[config.mk]
export PLATFORM = sky130hd
export DESIGN_NAME = out_buffer_writer
export DESIGN_NICKNAME = d
export VERILOG_FILES = /design/src/rtl/out_buffer_writer.sv
export SDC_FILE = /design/constraint.sdc
export NUM_CORES = 1
export LEC_CHECK = 0
export BUFFER_PORTS_ARGS = -buffer_cell sky130_fd_sc_hd__buf_2
export CORE_ASPECT_RATIO = 2
export CORE_MARGIN = 1.5
export CORE_UTILIZATION = 45
export CTS_CLUSTER_DIAMETER = 40
export DETAILED_ROUTE_END_ITERATION = 12
export PLACE_DENSITY = 0.73
export SYNTH_ARGS = -nofsm -noshare
export SYNTH_HDL_FRONTEND = slang
export SYNTH_SLANG_ARGS = --single-unit
[constraint.sdc]
create_clock -name sys_clk -period 2.2 [get_ports sys_clk]
set_input_delay 0.44 -clock sys_clk [delete_from_list [all_inputs] [get_ports sys_clk]]
set_output_delay 0.44 -clock sys_clk [all_outputs]
set_load 0.05 [all_outputs]
[src/rtl/out_buffer_writer.sv]
// Stream-to-RAM writer: takes one frame of signed samples, shifts and saturates each
// to 16 bits, and writes them sequentially into the output buffer's write port.
module out_buffer_writer #(
    parameter int FRAME_LEN = 768,
    parameter int ADDR_BITS = 10,
    parameter int IN_WIDTH  = 24,
    parameter int SHIFT     = 8
) (
    input  logic                 sys_clk,
    input  logic                 reset,
    input  logic                 start,
    input  logic                 in_valid,
    input  logic [IN_WIDTH-1:0]  in_data,
    output logic                 in_ready,
    output logic [ADDR_BITS-1:0] Outa,
    output logic [15:0]          Outd,
    output logic                 OutBufWea,
    output logic                 busy,
    output logic                 done,
    output logic [7:0]           clip_count
);

    typedef enum logic [1:0] {
        S_IDLE  = 2'd0,
        S_WRITE = 2'd1,
        S_DONE  = 2'd2
    } state_t;

    localparam logic signed [IN_WIDTH-1:0] SAT_MAX = IN_WIDTH'(32767);
    localparam logic signed [IN_WIDTH-1:0] SAT_MIN = IN_WIDTH'(-32768);
    localparam logic [ADDR_BITS-1:0]       LAST_ADDR = ADDR_BITS'(FRAME_LEN - 1);

    state_t                r_state;
    state_t                w_state_next;
    logic [ADDR_BITS-1:0]  r_addr;
    logic [ADDR_BITS-1:0]  r_outa;
    logic [15:0]           r_outd;
    logic                  r_we;
    logic [7:0]            r_clip;

    logic                  w_accept;
    logic                  w_last;
    logic signed [IN_WIDTH-1:0] w_shifted;
    logic                  w_hi;
    logic                  w_lo;
    logic [15:0]           w_sat;

    // Acceptance is decided from state alone so in_ready never depends on in_valid.
    assign w_accept  = in_valid && (r_state == S_WRITE);
    assign w_last    = (r_addr == LAST_ADDR);

    assign w_shifted = $signed(in_data) >>> SHIFT;
    assign w_hi      = (w_shifted > SAT_MAX);
    assign w_lo      = (w_shifted < SAT_MIN);
    assign w_sat     = w_hi ? 16'h7FFF : (w_lo ? 16'h8000 : w_shifted[15:0]);

    always_ff @(posedge sys_clk) begin
        if (reset) begin
            r_state <= S_IDLE;
        end else begin
            r_state <= w_state_next;
        end
    end

    always_comb begin
        w_state_next = r_state;
        in_ready     = 1'b0;
        busy         = 1'b0;
        done         = 1'b0;
        case (r_state)
            S_IDLE: begin
                if (start) begin
                    w_state_next = S_WRITE;
                end
            end
            S_WRITE: begin
                in_ready = 1'b1;
                busy     = 1'b1;
                if (w_accept && w_last) begin
                    w_state_next = S_DONE;
                end
            end
            S_DONE: begin
                busy         = 1'b1;
                done         = 1'b1;
                w_state_next = S_IDLE;
            end
            default: begin
                w_state_next = S_IDLE;
            end
        endcase
    end

    // Write port and counters: the final write lands in the DONE cycle.
    always_ff @(posedge sys_clk) begin
        if (reset) begin
            r_addr <= '0;
            r_outa <= '0;
            r_outd <= '0;
            r_we   <= 1'b0;
            r_clip <= '0;
        end else begin
            r_we <= w_accept;
            if ((r_state == S_IDLE) && start) begin
                r_addr <= '0;
                r_clip <= '0;
            end
            if (w_accept) begin
                r_outa <= r_addr;
                r_outd <= w_sat;
                r_addr <= w_last ? '0 : r_addr + ADDR_BITS'(1);
                if ((w_hi || w_lo) && (r_clip != 8'hFF)) begin
                    r_clip <= r_clip + 8'd1;
                end
            end
        end
    end

    assign Outa       = r_outa;
    assign Outd       = r_outd;
    assign OutBufWea  = r_we;
    assign clip_count = r_clip;

endmodule
==> results.yml <==
timing:
  fin_hold_ws_ns: 0.372
  skew_ns: 0.00355
  finalCriticalPeriod_ns: 1.75
  drv_slew: 0
  finalCritPeriodShare_pct: 79.5
  postLayoutSetupSlackWorst_ns: 0.452
  max_freq_mhz: 572
  tightest_slew_ns: 0.311
  rsz0062_at_grt: "no"
  max_slew_margin_pct: 79.3
  tns_ns: 0
  timing_hold_violations_final: 0
  finalSetupViolCount: 0
clocking:
  path_clk_slew_ns: 0.08
  clkSinkCount: 47
  htreeDepth: 2
  clock_latency_ns: 0.29
  post_cts_buffers: 0
  clock_path_buffers: 2
  ctsResizeCount: 0
  cts-root-buf: "clkbuf_8"
  tritoncts: "yes"
  numCtsBuffers: 5
  postCtsHoldBufs: 0
logic_synthesis:
  synth_top_area_share_pct: 50.6
  synth_cells: 215
  yosys-top-cells-area: "dfxtp_1 (51%), nand2_1 (13%), a21oi_1 (7.5%)"
  ys.flop_type: "dfxtp_1"
  syn_area_per_cell_um2: 8.64
  synth_top_cell_by_area: "dfxtp_1"
  synth_edf_count: 0
  ys_warn_count: 0
  synth_most_common_cell: "nand2_1"
  synth.distinct_cells: 36
  async_flop_share_pct: 0
  syn_nets: 249
  ys_seq_area_share_pct: 50.6
  ys_ff_latch: 47
  synthTopCellsByCount: "nand2_1 (62), dfxtp_1 (47), a21oi_1 (28)"
  syn_area_um2: 1860
setup_path:
  cp-startpoint: "r_state[0]"
  start_kind: "flop"
  reg2reg_to: "r_addr[7]"
  path_max_fanout: 4
  crit_required_ns: 1.76
  reg2regPathDepth: 7
  crit_type: "flop to output port"
  reg2reg_from: "r_state[1]"
  cp-end-kind: "output port"
  crit_arrival_ns: 1.31
  r2r_slack_ns: 0.46
grt:
  grt_max_degree: 34
  antenna_found_initial: 0
  gr-total-overflow: 0
  grt_pass1_wl_mm: 6.67
  globalRouteTotalUtil_pct: 18.7
  grt_pass1_vias: 1570
floorplanning:
  die_width_um: 48.4
  dieHeight_um: 93.9
  dieArea_um2: 4550
  start_util_pct: 47.4
  pin_count: 66
  core_um2: 3920
  fp-row-count: 32
drt:
  final_antenna_net_count: 0
  drc_errors: 0
  num_vias: 1649
  wire_per_inst_um: 11.8
  drtPass1Iterations: 4
  avgViaCountPerCell: 5.11
  drt-initial-drc-count: 22
  drt-total-wl_mm: 3.82
power_and_ir_drop:
  powerDensity_nw_per_um2: 950
  peakVddDrop_mv: 0.701
  finalPower_mw: 2.18
  power.leakage_nw: 0.995
status:
  status: "finished, final reports clean"
hold_path:
  min_to: "Outd[11]"
  holdCritStartpoint: "in_data[19]"
  holdPathStages: 3
  hp-class: "input pin to flop"
cells_and_area:
  syn2layout_area_growth_pct: 23.4
  nNetsFinal: 306
  post-route-util_pct: 58.4
  antenna_cells: 0
  final_layout_size_suffix_gt1_share_pct: 27.6
placed_design:
  port_buffers: 57
  hpwl_mm: 2.81
  place_ws_ns: 0.464
  place_congestion: 0.745
run:
  drv_cap: 0
metal layers:
layer | up-vias | part of all wire (%) | track usage, %
met4 | 0 | 1.8 | 9.52
met2 | 42 | 55 | 35.1
met5 | - | 0 | 0
met3 | 5 | 4.2 | 3.82
met1 | 768 | 39 | 19.2
li1 | 834 | - | -
worst max-delay path, stage by stage (launching register included):
cell and delay [ns]:
dfxtp_1 0.39, inv_1 0.10, ha_1 0.28, buf_2 0.25
worst max path at each step:
stage,endpoint,slack [ns],depth (start not counted)
6_report,busy,0.45,3
5_1_grt,r_addr[7],0.29,7
4_1_cts,r_addr[7],0.44,7
3_5_place_dp,r_addr[7],0.46,7
3_3_place_gp,r_addr[7],0.49,7
2_1_floorplan,r_addr[9],0.25,6
flip-flops by register name, indices dropped and copies added (netlist names):
register    cells
OutBufWea       1
Outd           16
r_state         2
r_addr         10
Outa           10
clip_count      8
where the power goes:
part	switching (mW)	leakage, nW	internal, mW
Clock	0.265	0.0513	0.333
Combinational	0.458	0.564	0.178
Sequential	0.0366	0.380	0.908
logic make-up (layout without fill, tap and decap cells):
kind of cell             after synthesis  in the layout  share of synthesized area [%]
AND/OR/NAND/NOR                      101            101                           25.9
flip-flops                            47             47                           50.6
buffers and inverters                 14             71                           3.16
multiplexers                           2              2                           1.08
XOR/XNOR                               1              1                          0.471
AO/OA/AOI/OAI                         44             44                           14.7
adder cells (fa/ha/maj)                6              6                           4.04
per-stage QoR:
step           area, µm²  cells
3_5_place_dp        2190    316
3_3_place_gp        2190    316
6_report            2290    323
2_1_floorplan       1860    215
4_1_cts             2290    323
5_1_grt             2290    323
area by class of cell:
class	count	area, µm²
fillers	398	1630
well taps	51	63.8
inverters	3	11.3
clock inverters	1	30.0
repair buffers	61	315
flip-flops and latches	47	941
multi-input cells	154	858
clock buffers	6	72.6
cells in the final DEF (no fill, tap or decap), types with 2 or more instances in the layout:
| cell | synthesis | layout |
|---|---|---|
| nand4_1 | 3 | 3 |
| nand3_1 | 2 | 2 |
| buf_4 | 0 | 4 |
| a22o_1 | 2 | 2 |
| nor3_1 | 4 | 4 |
| clkbuf_8 | 0 | 5 |
| inv_1 | 3 | 3 |
| a21oi_1 | 28 | 28 |
| and2_1 | 10 | 10 |
| ha_1 | 6 | 6 |
| nand2b_1 | 5 | 5 |
| o21ai_0 | 5 | 5 |
| and4_1 | 2 | 2 |
| dfxtp_1 | 47 | 47 |
| buf_2 | 5 | 57 |
| mux2i_1 | 2 | 2 |
| nand2_1 | 62 | 62 |
| nor2_1 | 5 | 5 |
Note: power is estimated with default switching activity, not from simulation.
